**src/rtl/in_splitter.sv**
```systemverilog
`default_nettype none
// ============================================================================
// in_splitter : routes a single-byte-key tagged byte stream into a varint FIFO
//               and a length-delimited (raw) FIFO, tagging each byte with its
//               field index.
// Revision    : 1.0
// ============================================================================
module in_splitter (
  input  logic       clk,
  input  logic       reset,
  input  logic       in_fifo_empty,
  input  logic [7:0] in_fifo_q,
  output logic       in_fifo_pop,
  input  logic       varint_fifo_full,
  output logic       varint_fifo_clr,
  output logic       varint_fifo_push,
  output logic [7:0] varint_fifo_data,
  output logic [9:0] varint_index,
  input  logic       raw_data_fifo_full,
  output logic       raw_data_fifo_clr,
  output logic       raw_data_fifo_push,
  output logic [7:0] raw_data_fifo_data,
  output logic [9:0] raw_data_index,
  output logic       parse_error
);

  typedef enum logic [5:0] {
    ST_INIT   = 6'b000001,
    ST_KEY    = 6'b000010,
    ST_LEN    = 6'b000100,
    ST_V_DATA = 6'b001000,
    ST_R_DATA = 6'b010000,
    ST_ERROR  = 6'b100000
  } state_t;

  localparam logic [2:0] WT_VARINT        = 3'd0;
  localparam logic [2:0] WT_LEN_DELIM     = 3'd2;
  localparam logic [3:0] VARINT_MAX_BYTES = 4'd10;

  state_t     state_q, state_d;
  logic [9:0] field_index_q, field_index_d;
  logic [6:0] remain_q, remain_d;
  logic [3:0] vcount_q, vcount_d;

  logic pop, vpush, rpush, clr;

  always_comb begin
    state_d       = state_q;
    field_index_d = field_index_q;
    remain_d      = remain_q;
    vcount_d      = vcount_q;
    pop           = 1'b0;
    vpush         = 1'b0;
    rpush         = 1'b0;
    clr           = 1'b0;

    case (state_q)
      ST_INIT: begin
        clr           = 1'b1;
        field_index_d = '0;
        remain_d      = '0;
        vcount_d      = '0;
        state_d       = ST_KEY;
      end

      ST_KEY: begin
        if (!in_fifo_empty) begin
          pop = 1'b1;
          if (in_fifo_q[7]) begin
            state_d = ST_ERROR;
          end else if (in_fifo_q[2:0] == WT_VARINT) begin
            vcount_d = '0;
            state_d  = ST_V_DATA;
          end else if (in_fifo_q[2:0] == WT_LEN_DELIM) begin
            state_d = ST_LEN;
          end else begin
            state_d = ST_ERROR;
          end
        end
      end

      ST_LEN: begin
        if (!in_fifo_empty) begin
          pop = 1'b1;
          if (in_fifo_q[7]) begin
            state_d = ST_ERROR;
          end else if (in_fifo_q == 8'h00) begin
            // Empty field: nothing is emitted, so its index is not consumed.
            state_d = ST_KEY;
          end else begin
            remain_d = in_fifo_q[6:0];
            state_d  = ST_R_DATA;
          end
        end
      end

      ST_R_DATA: begin
        if (!in_fifo_empty && !raw_data_fifo_full) begin
          pop      = 1'b1;
          rpush    = 1'b1;
          remain_d = remain_q - 7'd1;
          if (remain_q == 7'd1) begin
            field_index_d = field_index_q + 10'd1;
            state_d       = ST_KEY;
          end
        end
      end

      ST_V_DATA: begin
        if (!in_fifo_empty && !varint_fifo_full) begin
          pop      = 1'b1;
          vpush    = 1'b1;
          vcount_d = vcount_q + 4'd1;
          if (!in_fifo_q[7]) begin
            field_index_d = field_index_q + 10'd1;
            state_d       = ST_KEY;
          end else if (vcount_q == VARINT_MAX_BYTES - 4'd1) begin
            state_d = ST_ERROR;
          end
        end
      end

      ST_ERROR: begin
        state_d = ST_ERROR;
      end

      default: begin
        state_d = ST_INIT;
      end
    endcase
  end

  always_ff @(posedge clk) begin
    if (!reset) begin
      state_q       <= ST_INIT;
      field_index_q <= '0;
      remain_q      <= '0;
      vcount_q      <= '0;
    end else begin
      state_q       <= state_d;
      field_index_q <= field_index_d;
      remain_q      <= remain_d;
      vcount_q      <= vcount_d;
    end
  end

  // Reset forces every output low immediately, even before the state register
  // has been reloaded, so a mid-field reset cannot pop or push.
  assign in_fifo_pop        = reset & pop;
  assign varint_fifo_push   = reset & vpush;
  assign raw_data_fifo_push = reset & rpush;
  assign varint_fifo_clr    = reset & clr;
  assign raw_data_fifo_clr  = reset & clr;
  assign varint_fifo_data   = varint_fifo_push   ? in_fifo_q : 8'h00;
  assign raw_data_fifo_data = raw_data_fifo_push ? in_fifo_q : 8'h00;
  assign varint_index       = reset ? field_index_q : 10'd0;
  assign raw_data_index     = reset ? field_index_q : 10'd0;
  assign parse_error        = reset & (state_q == ST_ERROR);

endmodule
`default_nettype wire

```
**config.mk**
```make
export PLATFORM = sky130hd
export DESIGN_NAME = in_splitter
export DESIGN_NICKNAME = d
export VERILOG_FILES = /design/src/rtl/in_splitter.sv
export SDC_FILE = /design/constraint.sdc
export NUM_CORES = 1
export LEC_CHECK = 0
export CORE_MARGIN = 3
export CORE_UTILIZATION = 49
export DETAILED_ROUTE_END_ITERATION = 6
export PLACE_DENSITY_LB_ADDON = 0.3
export REMOVE_ABC_BUFFERS = 1
export SETUP_SLACK_MARGIN = 0.1
export SYNTH_ARGS = -nofsm -noshare
export SYNTH_HDL_FRONTEND = slang
export SYNTH_SLANG_ARGS = --single-unit
```
**constraint.sdc**
```tcl
create_clock -name clk -period 2.7 [get_ports clk]
set_input_delay 0.54 -clock clk [delete_from_list [all_inputs] [get_ports clk]]
set_output_delay 0.54 -clock clk [all_outputs]
set_load 0.1 [all_outputs]
```
# [Yosys cells after proc, flatten, opt, wreduce, memory -nomap -nowiden]
# Cells that the tools add are included.
[op_classes] n_addsub=3 multipliers=0 n_div=0 n_lt_le_gt_ge=0 eq_ne=20 shift=0 mux=38 bitwise=5 n_reduce_logical=15
[ops] op="$mux W6" n=11
[ops] op="$mux W10" n=5
[ops] op="$pmux W6 S6" n=1
[ops] op="$pmux W10 S3" n=1
[ops] op="$mux W7" n=4
[ops] op="$pmux W7 S3" n=1
[ops] op="$ne A2 B2 Y1 const B" n=10
[ops] op="$mux W4" n=4
[ops] op="$mux W8" n=2
[ops] op="$reduce_and A5 Y1" n=3
[ops] op="$pmux W4 S3" n=1
[ops] op="$add A10 B1 Y10 const B" n=1
[ops] op="$reduce_bool A3 Y1" n=3
[ops] op="$logic_not A8 Y1" n=1
[ops] op="$eq A7 B1 Y1 const B" n=1
[ops] op="$sub A7 B1 Y7 const B" n=1
[ops] op="$eq A6 B1 Y1 const B" n=1
[ops] op="$eq A6 B2 Y1 const B" n=1
[ops] op="$eq A6 B3 Y1 const B" n=1
[ops] op="$eq A6 B4 Y1 const B" n=1
[ops] op="$eq A6 B5 Y1 const B" n=1
[ops] op="$eq A6 B6 Y1 const B" n=1
[ops] op="$mux W1" n=6
[ops] op="$reduce_and A6 Y1" n=1
[ops] op="other kinds (11)" n=18
[word_totals] reg_bits=27 latchBits=0 ram_bits=0 mem_bits_ro=0 inputBits=13 output_inout_bits=42 n_memories=0

# [Depth between registers and ports, before layout]
[depth] depth_word=6 mapped_depth=8

# [Worst setup path before layout]
# No wires, ideal clock.
[synth_path] path_type="register to output" from="register state_q[0]" to="output raw_data_fifo_data[0]" arrival_ps=4272 required_time_ps=2160 setup_slack_ps=-2112 stages_incl_launch_ff=6 n_path_buf=1 path_cell_list="dfxtp_1 buf_6 nor3_1 nand3_1 nor3_1 and2_1"
[synth_between] elab_chain_cells=4
[synth_lines] element="start: declaration" line="40" rtl="state_t state_q, state_d;"
[synth_lines] element="start signal: assignment" line="140" rtl="state_q <= state_d;"
[synth_lines] element="$eq A6 B5 Y1" line="57" rtl="case (state_q)"
[synth_lines] element="$mux W1" line="57"
[synth_lines] element="$and A1 B1 Y1" line="151" rtl="assign raw_data_fifo_push = reset & rpush;"
[synth_lines] element="named net raw_data_fifo_push" line="21" rtl="output logic raw_data_fifo_push,"
[synth_lines] element="$mux W8" line="155" rtl="assign raw_data_fifo_data = raw_data_fifo_push ? in_fifo_q : 8'h00;"
[synth_lines] element="end: declaration" line="22" rtl="output logic [7:0] raw_data_fifo_data,"
# The timed path passes the listed nets, and every way through them passes these cells.

# [Final worst setup path]
[layout_path] from="register state_q[4]" to="output varint_fifo_data[7]"
[layout_between] elab_chain_cells=4
[layout_lines] element="$eq A6 B4 Y1" line="57"
[layout_lines] element="$mux W1" line="57"
[layout_lines] element="$and A1 B1 Y1" line="150" rtl="assign varint_fifo_push = reset & vpush;"
[layout_lines] element="$mux W8" line="154" rtl="assign varint_fifo_data = varint_fifo_push ? in_fifo_q : 8'h00;"
[layout_lines] element="end: declaration" line="17" rtl="output logic [7:0] varint_fifo_data,"
# Every way passes these cells.

==> impl_metrics.tcl <==
set metrics [dict create \
    status "finished, final reports clean" \
    worstPathMaxFanout 5 \
    p_int_uw 777.8 \
    tritoncts "done" \
    clock.fmax_mhz 382.0 \
    grt_pass1_wl_mm 10.78 \
    crit_path_start_kind "flip-flop" \
    async_flop_share 0 \
    crit_slowest_cell "or4_4" \
    fin_crit_ns 2.618 \
    yosysMostFrequentCell "dfxtp_1" \
    critPathRequiredTime_ns 2.16 \
    drv_slew 0 \
    numPortBuffers 54 \
    rows 22 \
    p_clk_frac 0.187 \
    synth_top_area_frac 0.2657 \
    clock_skew_ns 0.009771 \
    setup.worst_path.end "varint_fifo_data[7]" \
    drive_above_1_share 0.2950 \
    cts_buffer_depth 2 \
    coreArea_um2 3826 \
    syn_inst 264 \
    p_sw_uw 508.6 \
    synth-seq-area-share 0.2657 \
    path_class "flip-flop to output pin" \
    io_pins 55 \
    ys_warn_count 0 \
    nets 341 \
    reg2reg_slack_ns 0.18 \
    n_fill_cell 220 \
    insertion_delay_ns 0.28 \
    drc 0 \
    die_y_um 70.44 \
    path_clk_slew_ns 0.10 \
    cp.buffers_inverters 2 \
    pwr-share-seq 0.370 \
    initial_utilization 0.5317 \
    path_cells "or4_4 -> or3_4 -> nor2_4 -> buf_6 -> and2_4 -> buf_12" \
    hold_slack_ns 0.5160 \
    hpwl_mm 4.943 \
    ys_types 57 \
    finalCritPeriodShare 0.9696 \
    max_stage_delay_ns 0.51 \
    synth_area_per_cell_um2 7.706 \
    grt_pass1_vias 2234 \
    critPathArrivalTime_ns 2.08 \
    dieArea_um2 4961 \
    postCtsHoldBufs 0 \
    path_depth 6 \
    slew-limit-headroom 0.5919 \
    final-setup-viol-count 0 \
    numCtsBuffers 3 \
    netlist_top_cells_count "dfxtp_1 (27), and2_1 (24), nand2_1 (18)" \
    gp_congestion 0.9854 \
    initialDrtViolationCount 214 \
    p_per_area_nw_per_um2 397.6 \
    yosys.area.top_type "dfxtp_1" \
    power.share.combinational 0.442 \
    ant_nets 0 \
    swShare 0.3953 \
    rr_worst_depth 6 \
    ys.flop_type "dfxtp_1" \
    synth_edf_count 0 \
    fin_util 0.8457 \
    cts_htree_levels 1 \
    dr.pass1.iters 5 \
    syn_area_um2 2034 \
    grt_start_max_net_pins 32 \
    r2r_start "remain_q[0]$_SDFFE_PN0P_" \
    viasPerCell 6.286 \
    cp-end-kind "output pin" \
    cts_root_buf "clkbuf_8" \
    clkSinkCount 27 \
    multi_input_area_um2 1368 \
    ys_seq_elements 27 \
    hold_class "flip-flop to flip-flop" \
    rsz0062_at_grt "yes" \
    worstMarginPinSlew_ns 0.6108 \
    syn2layout_area_growth_pct 59.04 \
    wirelength_mm 6.841 \
    antenna_found_initial 0 \
    max-vdd-ir-drop_mv 0.4279 \
    crit_start "state_q[4]$_SDFFE_PN0P_" \
    cellLeakagePower_uw 0.001284 \
    via_count 2326 \
    synth_area_leaders "dfxtp_1 (27%), and2_1 (7.4%), buf_4 (4.1%)" \
    power_uw 1286 \
    diodes 0 \
    wl_per_cell_um 18.49 \
    grt_overflow 0 \
    drv_cap 0 \
    seq_area_um2 545.5 \
    cp_top_family "simple AND/OR/NAND/NOR gates" \
    regToRegEndpoint "state_q[5]$_SDFFE_PN0P_" \
    final-hold-violation-count 0 \
    grt_usage 0.2660 \
    die_w_um 70.44 \
    tns_ns 0 \
]
[kinds of logic (layout without fill, tap and decap cells)]
group | after synthesis | in the layout | share of synthesized area
mux | 1 | 1 | 0.004920
compound gates | 65 | 65 | 0.2319
flops | 27 | 27 | 0.2657
fa+ha+maj | 5 | 5 | 0.03075
simple gates | 122 | 122 | 0.3456
xor+xnor | 6 | 6 | 0.02583
buf+inv | 38 | 96 | 0.09532
[stage by stage]
stage | instances | area, um^2 | setup WS [ns]
3_3_place_gp | 361 | 3069 | 0.08359
4_1_cts | 367 | 3187 | 0.06243
6_report | 370 | 3236 | 0.08202
3_5_place_dp | 361 | 3069 | 0.01899
2_1_floorplan | 240 | 1893 | -2.068
5_1_grt | 370 | 3236 | 0.04245
[worst reg2reg max path, stage by stage (launching register included)]
cell and delay, ns:
dfxtp_1 0.40, ha_1 0.16, or4b_2 0.65, o31a_1 0.29
a2111oi_1 0.48, buf_4 0.21, nor3b_1 0.22
[flip-flops by register name, indices dropped and copies added, names as in the netlist]
register	count
state_q	6
field_index_q	10
vcount_q	4
remain_q	7
[placed cells by master (no fill, tap or decap), types with 7 or more instances in the layout]
cell type and instances:
a21oi_1 15, nor3_1 7, buf_12 43, dfxtp_1 25, nor2_1 12, inv_1 14
and3_1 7, buf_4 21, nand3_1 10, o21ai_0 7, and2_1 15, clkdlybuf4s50_1 11
nand2_1 18, nor2b_1 7, and2_4 9
[power groups by stage]
stage	clock, uW	combinational [uW]	sequential (uW)
global route	254	613	480
floorplan	0	327	472
detailed placement	0	518	477
finish	241	569	476
CTS	240	531	470
global placement	0	500	475
[repair_timing]
item,CTS,global route
pin swaps,4,1
setup endpoints to repair,13,20
setup buffers,1,3
gates cloned,1,0
gates resized for setup,20,7
[metal layers]
layer  share of wire  wire [um]  GRT usage  vias to the layer above
li1                -          -          -                     1078
met1            0.40       2705     0.3388                     1086
met2            0.50       3401     0.4314                      135
met3           0.074        509    0.05324                       27
met4           0.033        225     0.1149                        0
met5               0          0          0                        -
[worst min path at each step]
stage,startpoint,to,slack (ns),cells past startpoint
finish,vcount_q[1]$_SDFFE_PN0P_,vcount_q[1]$_SDFFE_PN0P_,0.52,2
global route,field_index_q[9]$_SDFFE_PN0P_,field_index_q[9]$_SDFFE_PN0P_,0.54,2
CTS,field_index_q[9]$_SDFFE_PN0P_,field_index_q[9]$_SDFFE_PN0P_,0.52,2
detailed placement,field_index_q[9]$_SDFFE_PN0P_,field_index_q[9]$_SDFFE_PN0P_,0.50,2
global placement,field_index_q[8]$_SDFFE_PN0P_,field_index_q[8]$_SDFFE_PN0P_,0.49,2
floorplan,field_index_q[8]$_SDFFE_PN0P_,field_index_q[8]$_SDFFE_PN0P_,0.46,2
[cell type report]
cell class / count / area share
flip-flops and latches: 27 / 0.1686
inverters: 14 / 0.01624
clock buffers: 3 / 0.01276
multi-input cells: 199 / 0.4227
clock inverters: 1 / 0.001547
well taps: 48 / 0.01856
repair buffers: 78 / 0.3596
Power figures use the tool's default switching activity.
